### src/rtl/i2c_pkg.sv
// Shared types and defaults for the I2C front-end blocks.
package i2c_pkg;

    // Button conditioner FSM states
    typedef enum logic [1:0] {
        IDLE      = 2'd0,
        PRESS_CHK = 2'd1,
        PRESSED   = 2'd2,
        REL_CHK   = 2'd3
    } key_state_t;

    // 10 ms at 50 MHz; simulation benches override with small values
    localparam int DEBOUNCE_CYCLES_DEFAULT = 500000;
    localparam int DEBOUNCE_CNT_W_DEFAULT  = 19;

endpackage

### src/rtl/sync2.sv
// Generic two-flop synchroniser for asynchronous board inputs.
module sync2 #(
    parameter logic RESET_VAL = 1'b0
) (
    input  logic clk,
    input  logic reset,
    input  logic d,
    output logic q
);

    logic meta;

    // Two back-to-back flops; reset loads the idle level of the pin
    always_ff @(posedge clk) begin
        if (reset) begin
            meta <= RESET_VAL;
            q    <= RESET_VAL;
        end else begin
            meta <= d;
            q    <= meta;
        end
    end

endmodule

### src/rtl/i2c_key_cond.sv
// Push-button conditioner: synchronise, debounce and turn each accepted
// press into a single-cycle strobe for the I2C transmitter.
module i2c_key_cond
    import i2c_pkg::*;
#(
    parameter int DEBOUNCE_CYCLES = DEBOUNCE_CYCLES_DEFAULT,
    parameter int CNT_W           = DEBOUNCE_CNT_W_DEFAULT,
    parameter bit KEY_ACTIVE_LOW  = 1'b1
) (
    input  logic clk,
    input  logic reset,
    input  logic key_raw,
    output logic key_pulse,
    output logic key_release,
    output logic key_level
);

    localparam logic             SYNC_RESET = KEY_ACTIVE_LOW ? 1'b1 : 1'b0;
    localparam logic [CNT_W-1:0] CNT_LAST   = CNT_W'(DEBOUNCE_CYCLES - 1);

    logic             key_sync;
    logic             p;
    key_state_t       state;
    key_state_t       next_state;
    logic [CNT_W-1:0] cnt;
    logic [CNT_W-1:0] next_cnt;
    logic             pulse_d;
    logic             release_d;
    logic             level_d;

    sync2 #(
        .RESET_VAL (SYNC_RESET)
    ) u_sync (
        .clk   (clk),
        .reset (reset),
        .d     (key_raw),
        .q     (key_sync)
    );

    assign p = KEY_ACTIVE_LOW ? ~key_sync : key_sync;

    // State, counter and registered strobe/level outputs
    always_ff @(posedge clk) begin
        if (reset) begin
            state       <= IDLE;
            cnt         <= '0;
            key_pulse   <= 1'b0;
            key_release <= 1'b0;
            key_level   <= 1'b0;
        end else begin
            state       <= next_state;
            cnt         <= next_cnt;
            key_pulse   <= pulse_d;
            key_release <= release_d;
            key_level   <= level_d;
        end
    end

    // Next-state logic: a level must hold for DEBOUNCE_CYCLES checks after
    // entering a CHK state; any reversal falls back without a strobe
    always_comb begin
        next_state = state;
        next_cnt   = '0;
        pulse_d    = 1'b0;
        release_d  = 1'b0;
        case (state)
            IDLE: begin
                if (p) begin
                    next_state = PRESS_CHK;
                end
            end
            PRESS_CHK: begin
                if (!p) begin
                    next_state = IDLE;
                end else if (cnt == CNT_LAST) begin
                    next_state = PRESSED;
                    pulse_d    = 1'b1;
                end else begin
                    next_cnt = cnt + 1'b1;
                end
            end
            PRESSED: begin
                if (!p) begin
                    next_state = REL_CHK;
                end
            end
            REL_CHK: begin
                if (p) begin
                    next_state = PRESSED;
                end else if (cnt == CNT_LAST) begin
                    next_state = IDLE;
                    release_d  = 1'b1;
                end else begin
                    next_cnt = cnt + 1'b1;
                end
            end
            default: begin
                next_state = IDLE;
            end
        endcase
        level_d = (next_state == PRESSED) || (next_state == REL_CHK);
    end

endmodule
### config.mk
export PLATFORM = sky130hd
export DESIGN_NAME = i2c_key_cond
export DESIGN_NICKNAME = d
export VERILOG_FILES = /design/src/rtl/i2c_pkg.sv /design/src/rtl/sync2.sv /design/src/rtl/i2c_key_cond.sv
export SDC_FILE = /design/constraint.sdc
export NUM_CORES = 1
export LEC_CHECK = 0
export CAP_MARGIN = 20
export CORE_MARGIN = 4
export CORE_UTILIZATION = 54
export CTS_CLUSTER_DIAMETER = 150
export DETAILED_ROUTE_END_ITERATION = 16
export PLACE_DENSITY = 0.73
export SKIP_LAST_GASP = 1
export SLEW_MARGIN = 25
export SYNTH_ARGS = -nofsm -noshare
export SYNTH_HDL_FRONTEND = slang
export SYNTH_HIERARCHICAL = 1
export SYNTH_SLANG_ARGS = --single-unit
### constraint.sdc
create_clock -name clk -period 2.4 [get_ports clk]
set_input_delay 0.36 -clock clk [delete_from_list [all_inputs] [get_ports clk]]
set_output_delay 0.36 -clock clk [all_outputs]
set_load 0.01 [all_outputs]
* Word level (Yosys, flattened, before mapping)
Cells that the tools add are included.
** Storage, ports and cells
- Output and inout port bits :: 3
- Bits in registers :: 26
- Bits of input ports :: 3
** Cells by class
- Equal/unequal tests :: 6
- Mux-type cells :: 12
- $add $sub $neg :: 1
- Reduce and logical (&&, ||, !) cells :: 4
- Bitwise operators :: 3
** Operators by type and width (number)
- $mux W19 :: 3
- $pmux W19 S2 :: 1
- $add A19 B1 Y19 const B :: 1
- $eq A19 B19 Y1 const B :: 1
- $mux W2 :: 6
- $eq A2 B2 Y1 const B :: 4
- $pmux W2 S4 :: 1
- $reduce_or A3 Y1 :: 2
- $not A1 Y1 :: 3
- $eq A2 B1 Y1 const B :: 1
- $logic_not A2 Y1 :: 1
- $logic_or A1 B1 Y1 :: 1
- $mux W1 :: 1

* Depth between registers and ports, before layout
- Depth in word-level cells :: 6
- Gate-level depth with buffers :: 7

* Cells and area by module
Netlist, hierarchy kept.
** By module, submodules not included
- i2c_key_cond :: instances 1, area an instance 1078.5 µm², sequential area each 480.5 µm², cells an instance 117
- sync2 :: instances 1, area an instance 52.6 µm², sequential area each 40.0 µm², cells an instance 4

* Worst setup path after synthesis
No wires, ideal clock.
- Kind :: register to register
- Start point :: reg cnt[0]
- End point :: reg cnt[18]
- Setup slack :: 0.612 ns
- Buffers on the path :: 0
- Setup time :: 0.066 ns
- Data arrival time :: 1.722 ns
- Stages on the path, launching flop included :: 6
- Cell sequence :: dfxtp_1 -> ha_1 -> nand4_4 -> or4_1 -> or3_1 -> a21oi_2
** Between the ends
- Cells in the longest elaborated chain, start to end :: 4
- Elaborated cells between the ends (all ways) :: 6
- Classes of those cells :: add/sub (1); eq/ne (1); mux (4)
** RTL lines
- from (decl) :: RTL line i2c_key_cond.sv:25 : logic [CNT_W-1:0] cnt;
- from (signal assigned) :: RTL line i2c_key_cond.sv:52 : cnt <= next_cnt;
- $add A19 B1 Y19 or $eq A19 B19 Y1 (tied branches)
- $mux W19 (*) :: RTL line i2c_key_cond.sv:75, i2c_key_cond.sv:90
- $mux W19 (on tied branches) :: RTL line i2c_key_cond.sv:88, i2c_key_cond.sv:73
- $pmux W19 S2 (*) :: RTL line i2c_key_cond.sv:66 : case (state)
Every way passes the cells marked *; elsewhere a longest branch is shown, timed or not.
A chain may end at the register's enable or synchronous reset.

* Worst setup path in the final report
Ends and elaborated chain as after synthesis.

==> metrics.md <==
| Metric | Value |
|---|---|
| Die width | `53.8 um` |
| Synth cell types | `32` |
| WP data arrival | `2.17 ns` |
| Max Transition Viols Final | `0` |
| Max Cap Viol | `0` |
| Post-synthesis xor/xnor area fraction | `12.4%` |
| Post-synthesis mux area share | `0%` |
| Setup crit end kind | `flop` |
| Final setup viols | `0` |
| CTS Buf Count | `3` |
| DRC Markers | `0` |
| Largest net degree at the start of global routing | `20` |
| CTS tree | `yes` |
| Vias | `about 900` |
| Gate Count Post-Synth | `121` |
| GRT overflow | `0` |
| Die area | `a little under 0.003 sq mm` |
| Mapped cell area | `0.00113 sq mm` |
| Starting Density | `between 50% and 60%` |
| Hold path start | `u_sync/meta` |
| Avg Cell Area, Syn | `9.35 sq um` |
| # hold bufs at CTS | `0` |
| Root Driver | `clkbuf_4` |
| Startpoint Class | `flop` |
| Worst-Skew Late Latency | `0.32 ns` |
| Post-Synth Adder-Cell Area | `around 1.1%` |
| Clock transition at path regs | `around 0.14 ns` |
| Part of the cycle the worst path needs | `79.4%` |
| Clock sink count | `26` |
| Antenna diodes | `0` |
| Crit path kind | `reg2reg` |
| Initial DRT Pass Iterations | `4` |
| Worst Path Max Fanout | `7` |
| Worst-Margin Slew | `between 0.3 and 0.4 ns` |
| Global-route wire length before repair | `3490 um` |
| Hold Path Sink | `u_sync/q` |
| Number of global-route vias before repair | `between 800 and 900` |
| Status | `finished clean` |
| FF-to-FF setup slack | `between 0.4 and 0.5 ns` |
| Final GP Congestion | `0.772` |
| Layout area overhead | `11.4%` |
| Final min period | `around 1.9 ns` |
| Main combinational cell family by area after synthesis | `simple AND/OR/NAND/NOR gates` |
| Pleak | `0.000375 uW` |
| Worst Reg-to-Reg Cells | `5` |
| Fmax | `between 0.5 and 0.6 GHz` |
| Layout Skew | `~0.0023 ns` |
| Reg2Reg Launch Point | `cnt[0]` |
| Final hold violation count | `0` |
| Relative slew slack | `between 70% and 80%` |
| Initial DRC count | `16` |
| WHS | `roughly 0.44 ns` |
| Synth Area in Simple Gates | `between 30% and 40%` |
| Wire per inst | `between 10 and 15 um` |
| Post-CTS Resized | `0` |
| Buffers on Ports | `5` |
| Antenna violations before repair | `0` |
| WL final | `2050 um` |
| R2r endpoint | `cnt[18]` |
| Synthesized flop and latch total | `26` |
| Clock tree buffer depth | `2` |
| Compound-gate portion of the synthesized area | `between 4 and 5%` |
| Register area share after synthesis | `46.0%` |
| Unrepaired setup endpoints after global routing | `false` |
| Layout net count | `~130` |
| Core footprint | `roughly 0.0020 sq mm` |
| H-tree levels | `1` |
| Io pins | `6` |
| Synth warnings | `6` |
| Core Rows | `16` |
| Setup Buffers After CTS | `0` |
| Final TNS setup | `0 ns` |
| Maximum vdd drop | `0.451 mV` |
| Min-Delay Path Class | `reg2reg` |
| Vias per cell | `just under 6` |
| Required time of the critical path | `~2.7 ns` |
| Share of cells above drive strength 1 | `roughly 10%` |
| DP Wirelength | `between 1500 and 2000 um` |
| Post-synth net total | `approximately 130` |
| WHS Path Cells | `1` |
| Pwr Density | `between 500 and 600 mW/mm^2` |
| Routed Antenna Nets | `0` |
| Die height | `approximately 54 um` |
| GRT Total Usage | `between 10% and 20%` |
## per-layer routing
metal	global-route usage (%)	wire [um]
met1	21.6	920
met5	0	0
met3	2.49	87
met2	26.4	962
met4	12.3	82
## critical path, cell delays in order, from the launching register on
cell     delay, ns
dfxtp_1       0.40
ha_1          0.27
nand4_4       0.16
or4_1         0.55
or3_1         0.34
a21oi_2       0.13
## per-stage QoR
stage          std cells  total power (uW)  worst slack (ns)  cell area, sq um  util, %
2_1_floorplan        121               447             0.612              1130        -
3_3_place_gp         152               452             0.572              1210     60.9
3_5_place_dp         152               452             0.511              1210     60.9
4_1_cts              156               745             0.493              1260     63.6
5_1_grt              156               765             0.386              1260     63.6
6_report             156               737             0.494              1260     63.6
## worst max path at each step
stage | from | end | cells past startpoint
floorplan | cnt[0] | cnt[18] | 5
CTS | cnt[0] | cnt[18] | 5
global placement | cnt[0] | cnt[18] | 5
finish | cnt[0] | cnt[18] | 5
global route | cnt[0] | cnt[18] | 5
detailed placement | cnt[0] | cnt[18] | 5
## final cells by class
class | count | area, sq um
Multi-Input combinational cell | 89 | 581
Clock inverter | 1 | 30.0
Tap cell | 27 | 33.8
Inverter | 4 | 15.0
Timing Repair Buffer | 6 | 57.6
Sequential cell | 26 | 520
Clock buffer | 3 | 22.5
Fill cell | 150 | 722
## state kept, by name, summed over array words and instances, names as in the netlist
name / count
key_pulse: 1
key_level: 1
u_sync/meta: 1
cnt: 19
u_sync/q: 1
state: 2
key_release: 1
## synth_stat cells, drive strengths merged
cell type,n,share of area (%)
dfxtp,26,46
nor2,19,6.3
xnor2,11,8.5
nand2,8,2.7
nor3,7,3.1
nor4,6,3.3
nand3,5,2.7
nand4,5,5.4
xor2,5,3.9
a21oi,4,2.1
inv,4,1.3
or2,3,1.7
and4,2,1.7
buf,2,1.3
or3,2,1.5
or4,2,1.3
a211o,1,0.77
a31o,1,0.77
and3,1,0.55
ha,1,1.1
nand2b,1,0.55
nand4b,1,0.77
nor4b,1,0.77
o21ai,1,0.44
o31ai,1,0.66
or3b,1,0.77
## report_power, final
group | internal, uW | switching, uW | leakage, uW
Combinational | 4.56 | 2.61 | 0.000137
Clock | 169 | 126 | 0.0000279
Sequential | 434 | 1.48 | 0.000210
## cells in the final DEF, fill, tap and decap left out, types with 2 or more instances in the layout
cell type	netlist	final
nor2_1	19	19
inv_1	4	4
nand3_1	4	4
nor3_1	7	7
nand4_1	3	3
xor2_1	5	5
xnor2_1	11	11
nand4_4	2	2
dfxtp_1	26	26
nand2_1	8	8
or2_1	2	2
nor4_1	6	6
clkdlybuf4s50_1	0	5
or4_1	2	2
clkbuf_4	0	3
a21oi_1	3	3
## kinds of logic after synthesis
| kind of cell | after synthesis |
|---|---|
| flip-flops | 26 |
| XOR/XNOR | 16 |
| AO/OA/AOI/OAI | 8 |
| adder cells (fa/ha/maj) | 1 |
| AND/OR/NAND/NOR | 64 |
| buffers and inverters | 6 |
Power figures use the tool's default switching activity.
==> edit 1 (same settings) <==
The output `key_level` loses its register stage (`key_level` becomes a continuous assignment).
--- a/src/rtl/i2c_key_cond.sv
+++ b/src/rtl/i2c_key_cond.sv
@@ -47,5 +47,4 @@
             key_pulse   <= 1'b0;
             key_release <= 1'b0;
-            key_level   <= 1'b0;
         end else begin
             state       <= next_state;
@@ -53,7 +52,8 @@
             key_pulse   <= pulse_d;
             key_release <= release_d;
-            key_level   <= level_d;
         end
     end
+
+    assign key_level = level_d;
 
     // Next-state logic: a level must hold for DEBOUNCE_CYCLES checks after
Formal check against the unedited RTL: same outputs for any inputs over 10 cycles, from zero or initial values and one cycle with reset high; that may be too few to reach the edited logic, so the function may still have changed.
==> edit 1 against the unedited design <==
  * Worst hold slack got worse by 0.016 ns
  * Global-route usage increased by 1.5 points
  * Worst setup slack lost 0.31 ns
  * Area after synthesis rose by 1.2%
  * Total power is 17% lower
  * Cell area is 5.1% higher
  * Highest routed layer unchanged
  * Critical endpoint is now key_level
  * Sequential cell count shrank 1
  * Count of clock-buffer cells in the layout increased by 1
  * Die area grew 1.0%
  * Largest power group unchanged
  * Wire length increased by 7.7%
==> edit 1: results (changes against the unedited design) <==
Run status
  • Status: completed

Yosys
  • Most frequent cells after synthesis: 25 x dfxtp_1, 19 x nor2_1, 10 x nand4_1, 8 x xnor2_1, 8 x xor2_1
  • Distinct cell type count after synthesis: 34 (+6.3%)
  • Syn avg cell area: 9.462 um^2 (+1.2%)
  • Register area share after synthesis: 0.4372 (-0.02302)
  • Ranking of synthesized cells by area: dfxtp_1 44%, nor2_1 6.2%, xnor2_1 6.1%

Pwr
  • Max VDD drop: 0.0003661 V (-19%)
  • Static Leak: 0.4345 nW (+16%)

Global routing
  • Initial antenna violation count: 0 (unchanged)
  • Global-route wire length before repair: 3801 um (+8.9%)
  • Largest net degree at the start of global routing: 14 (-30%)
  • Met1 GRT Util: 0.2513 (+0.03553)
  • Grt met2 use: 0.2863 (+0.02218)
  • Total track usage: 0.1860 (+0.01491)
  • Met3 global-route usage: 0.03324 (+0.008310)
  • Vias in the first global route: 814 (-3.2%)

Place
  • Placer congestion estimate: 0.7718 (about the same)
  • Final HPWL DP: 1662 um (+11%)

Finish
  • Fill cells: 176 (+17%)
  • Share of cells above drive strength 1: 0.2000 (+0.09922)
  • Fin nets: 140 (+4.5%)

Worst setup path
  • Worst r2r dst: cnt[1]
  • Slowest stage delay, CP: 0.37 ns (-0.18 ns)
  • Critical Path End: key_level
  • Critical Path Slowest Stage Cell: dfxtp_1
  • FF-to-FF setup slack: 0.56 ns (+0.07 ns)
  • Cells on worst reg2reg path: 5 (unchanged)
  • WP data arrival: 1.86 ns (-0.31 ns)
  • CP max FO: 5 (-2)
  • CP startpoint: cnt[1]

Clock network
  • Cts bufs inserted: 3 (unchanged)
  • CTS Root Cell: clkbuf_4

STA
  • Worst Skew: 0.003915 ns (+0.001618 ns)
  • Worst rel slew slack: 0.7458 (+0.009044)

Routing
  • Final wirelength: 2211 um (+7.7%)
  • Routed vias/inst: 5.673 (-2.0%)
  • Drt initial violations: 24 (+8)
## edit 1: per-stage QoR
step	worst slack, ns	instances	cell area (um^2)	power (mW)	hold WS (ns)
global placement	0.03574	158	1270	0.4359	0.3902
CTS	0.01255	162	1315	0.6152	0.4334
global route	0.02704	162	1324	0.6342	0.4400
detailed placement	-0.009736	158	1270	0.4363	0.4033
floorplan	0.4152	121	1145	0.4310	0.3854
finish	0.1832	162	1324	0.6098	0.4263
## edit 1: cell families (layout without fill, tap and decap cells)
family                   Yosys count  after routing  share of synthesized area
AND/OR/NAND/NOR                   65             65                     0.3497
flip-flops                        25             25                     0.4372
XOR/XNOR                          16             16                     0.1224
buffers and inverters              7             21                    0.03278
AO/OA/AOI/OAI                      5              5                    0.02841
multiplexers                       2              2                    0.01858
adder cells (fa/ha/maj)            1              1                    0.01093
## edit 1: final cells by class
class	instances	area (um^2)	area share
tap	27	33.78	0.02552
clock buffer	4	26.28	0.01985
multi-input combinational	89	638.1	0.4820
sequential	25	501.7	0.3790
inverter	3	11.26	0.008507
timing repair buffer	14	112.6	0.08507
## edit 1: what timing repair did
action / CTS / global route
endpoints found under the setup margin: 1 / 1
buffers inserted: 0 / 0
hold buffers: 0 / 0
resized for setup: 5 / 5
## edit 1: layer usage
metal / vias to the layer above / share of wire
met5: - / 0
met1: 436 / 0.48
met4: 0 / 0.023
met3: 7 / 0.032
met2: 19 / 0.47
li1: 457 / -
## edit 1: how the worst min path moves through the flow
stage / start / to / slack (ns)
3_5_place_dp: u_sync/meta / u_sync/q / 0.40
3_3_place_gp: u_sync/meta / u_sync/q / 0.39
6_report: u_sync/meta / u_sync/q / 0.43
2_1_floorplan: u_sync/meta / u_sync/q / 0.39
4_1_cts: u_sync/meta / u_sync/q / 0.43
5_1_grt: u_sync/meta / u_sync/q / 0.44
## edit 1: power breakdown
part | total [mW] | leakage [nW] | internal, mW | switching (mW)
combinational | 0.00853 | 0.217 | 0.00506 | 0.00346
clock | 0.183 | 0.0150 | 0.0650 | 0.118
sequential | 0.419 | 0.202 | 0.417 | 0.00176
==> edit 2 (same settings) <==
Without the edit above. Set the parameter `KEY_ACTIVE_LOW` to 1'b0 (it was 1'b1).
--- a/src/rtl/i2c_key_cond.sv
+++ b/src/rtl/i2c_key_cond.sv
@@ -6,5 +6,5 @@
     parameter int DEBOUNCE_CYCLES = DEBOUNCE_CYCLES_DEFAULT,
     parameter int CNT_W           = DEBOUNCE_CNT_W_DEFAULT,
-    parameter bit KEY_ACTIVE_LOW  = 1'b1
+    parameter bit KEY_ACTIVE_LOW  = 1'b0
 ) (
     input  logic clk,
Behaviour: no difference found for any inputs over 10 cycles, from zero or initial values and one cycle with reset high; that may be too few to reach the edited logic, so the function may still have changed.
==> edit 2 against the unedited design <==
  * Cell count fell by 2.6%
  * Total power down 16%
  * Cell area down 3.4%
  * Worst hold slack improved by 0.020 ns
  * Via count is 7.6% lower
  * Global-route usage down 2.1 points
  * First-iteration DRC count grew 69%
  * Worst setup slack worse by 0.11 ns
  * Sequential cell count stayed put
  * Sequential share of layout area rose by 1.4 points
  * Core utilization shrank 1.5 points
  * Area after synthesis is 0.88% lower
  * Critical path depth did not move
  * Wire length decreased by 8.3%
==> edit 2: results (changes against the unedited design) <==
Finish
  • Non-Filler Instances: 152 (-2.6%)
  • Biggest regs: cnt (19), state (2)
  • Fin nets: 131 (-2.2%)
  • # diodes: 0 (unchanged)
  • Share of cells above drive strength 1: 0.07200 (-0.02878)

Place
  • Final HPWL DP: 1415 um (-5.7%)
  • Placement Cell Area: 1195 um^2 (-1.0%)
  • IO buf count: 5 (unchanged)
  • Placer congestion estimate: 0.8758 (+13%)
  • Dpl ws: 0.3911 ns (-0.1198 ns)

Routing
  • Met1 Wirelength: 912 um (-0.87%)
  • Drt wl/cell: 12.38 um (-5.9%)
  • Drt initial violations: 27 (+11)
  • Via Count: 834 (-7.6%)
  • DRT Pass-1 Iters: 4 (unchanged)
  • Routed wl met3: 51 um (-41%)
  • Wire length on met2: 910 um (-5.4%)
  • Top routing layer in use: met4

Yosys
  • Most frequent cells after synthesis: 26 x dfxtp_1, 17 x nor2_1, 10 x xnor2_1, 6 x nand2_1, 6 x nor4_1
  • Ranking of synthesized cells by area: dfxtp_1 46%, xnor2_1 7.8%, nor2_1 5.7%
  • Distinct cell type count after synthesis: 31 (-3.1%)
  • Asr flop ratio synth: 0 (unchanged)
  • Cells after synthesis: 120 (-0.83%)
  • Register area share after synthesis: 0.4643 (+0.004109)
  • Main flop type after synthesis: dfxtp_1
  • Synth Warn #: 6 (unchanged)

Global routing
  • Largest net degree at the start of global routing: 19 (-5.0%)
  • Total track usage: 0.1504 (-0.02068)
  • Initial antenna violation count: 0 (unchanged)
  • Vias in the first global route: 696 (-17%)
  • Global-route wire length before repair: 3139 um (-10%)

Clock network
  • Worst skew pair latency: 0.31 ns
  • Cts bufs inserted: 3 (unchanged)
  • CTS Root Cell: clkbuf_4
  • CTS resizes: 0 (unchanged)
  • Maximum clock path buffer count: 2 (unchanged)
  • H-tree depth: 1 (unchanged)
  • CTS clk-pin slew, worst paths: 0.13 ns
  • Post-CTS setup buffers: 0 (unchanged)

STA
  • Worst Skew: 0.008911 ns (+0.006614 ns)
  • Worst rel slew slack: 0.5059 (-0.2308)
  • TNS Setup: 0 ns (unchanged)

Worst setup path
  • WP data arrival: 2.19 ns (+0.02 ns)
  • Critical Path Slowest Stage Cell: o311ai_4
  • Slowest stage delay, CP: 0.69 ns (+0.14 ns)
  • CP max FO: 18 (+11)
  • Largest delay share family, worst path: compound AO/OA/AOI/OAI gates

Pwr
  • Static Leak: 0.3453 nW (-7.9%)
  • Max VDD drop: 0.0004177 V (-7.4%)

Run status
  • Status: completed

Hold path
  • Worst Hold Class: register to register
[edit 2: layout make-up]
type / count / area (um^2)
repair buffers: 6 / 57.56
multi-input cells: 86 / 568.0
well taps: 27 / 33.78
clock buffers: 3 / 22.52
inverters: 4 / 15.01
flip-flops and latches: 26 / 520.5
fillers: 188 / 744.5
[edit 2: path summary, 6_finish.rpt]
path	slack (ns)	endpoint	depth (start not counted)	start
min	0.46	u_sync/q	1	u_sync/meta
min reg2reg	0.46	u_sync/q	1	u_sync/meta
max	0.39	cnt[15]	5	cnt[0]
max reg2reg	0.39	cnt[15]	5	cnt[0]
[edit 2: stage by stage]
stage	utilization	total power, mW
after global routing	0.6205	0.6401
after detailed placement	0.6091	0.4534
final	0.6205	0.6172
after CTS	0.6205	0.6242
after floorplan	-	0.4477
after global placement	0.6040	0.4527
[edit 2: cells by family after synthesis]
logic type	after synthesis	share of synthesized area
and+or+nand+nor	61	0.3069
buffers and inverters	8	0.03794
muxes	3	0.02679
xor gates and xnor gates	14	0.1094
DFF	26	0.4643
AOI/OAI and AO/OA	7	0.04353
adders and majority gates	1	0.01116
[edit 2: power by group]
group,leakage (nW),switching (mW),total [mW],internal (mW)
Combinational,0.122,0.00374,0.00892,0.00518
Clock,0.0138,0.115,0.174,0.0586
Sequential,0.210,0.00117,0.435,0.434
[edit 2: layer usage]
layer	up-vias	GRT usage
met5	-	0
met4	0	0.06383
met3	2	0.02493
met2	8	0.2184
met1	391	0.2186
li1	433	-
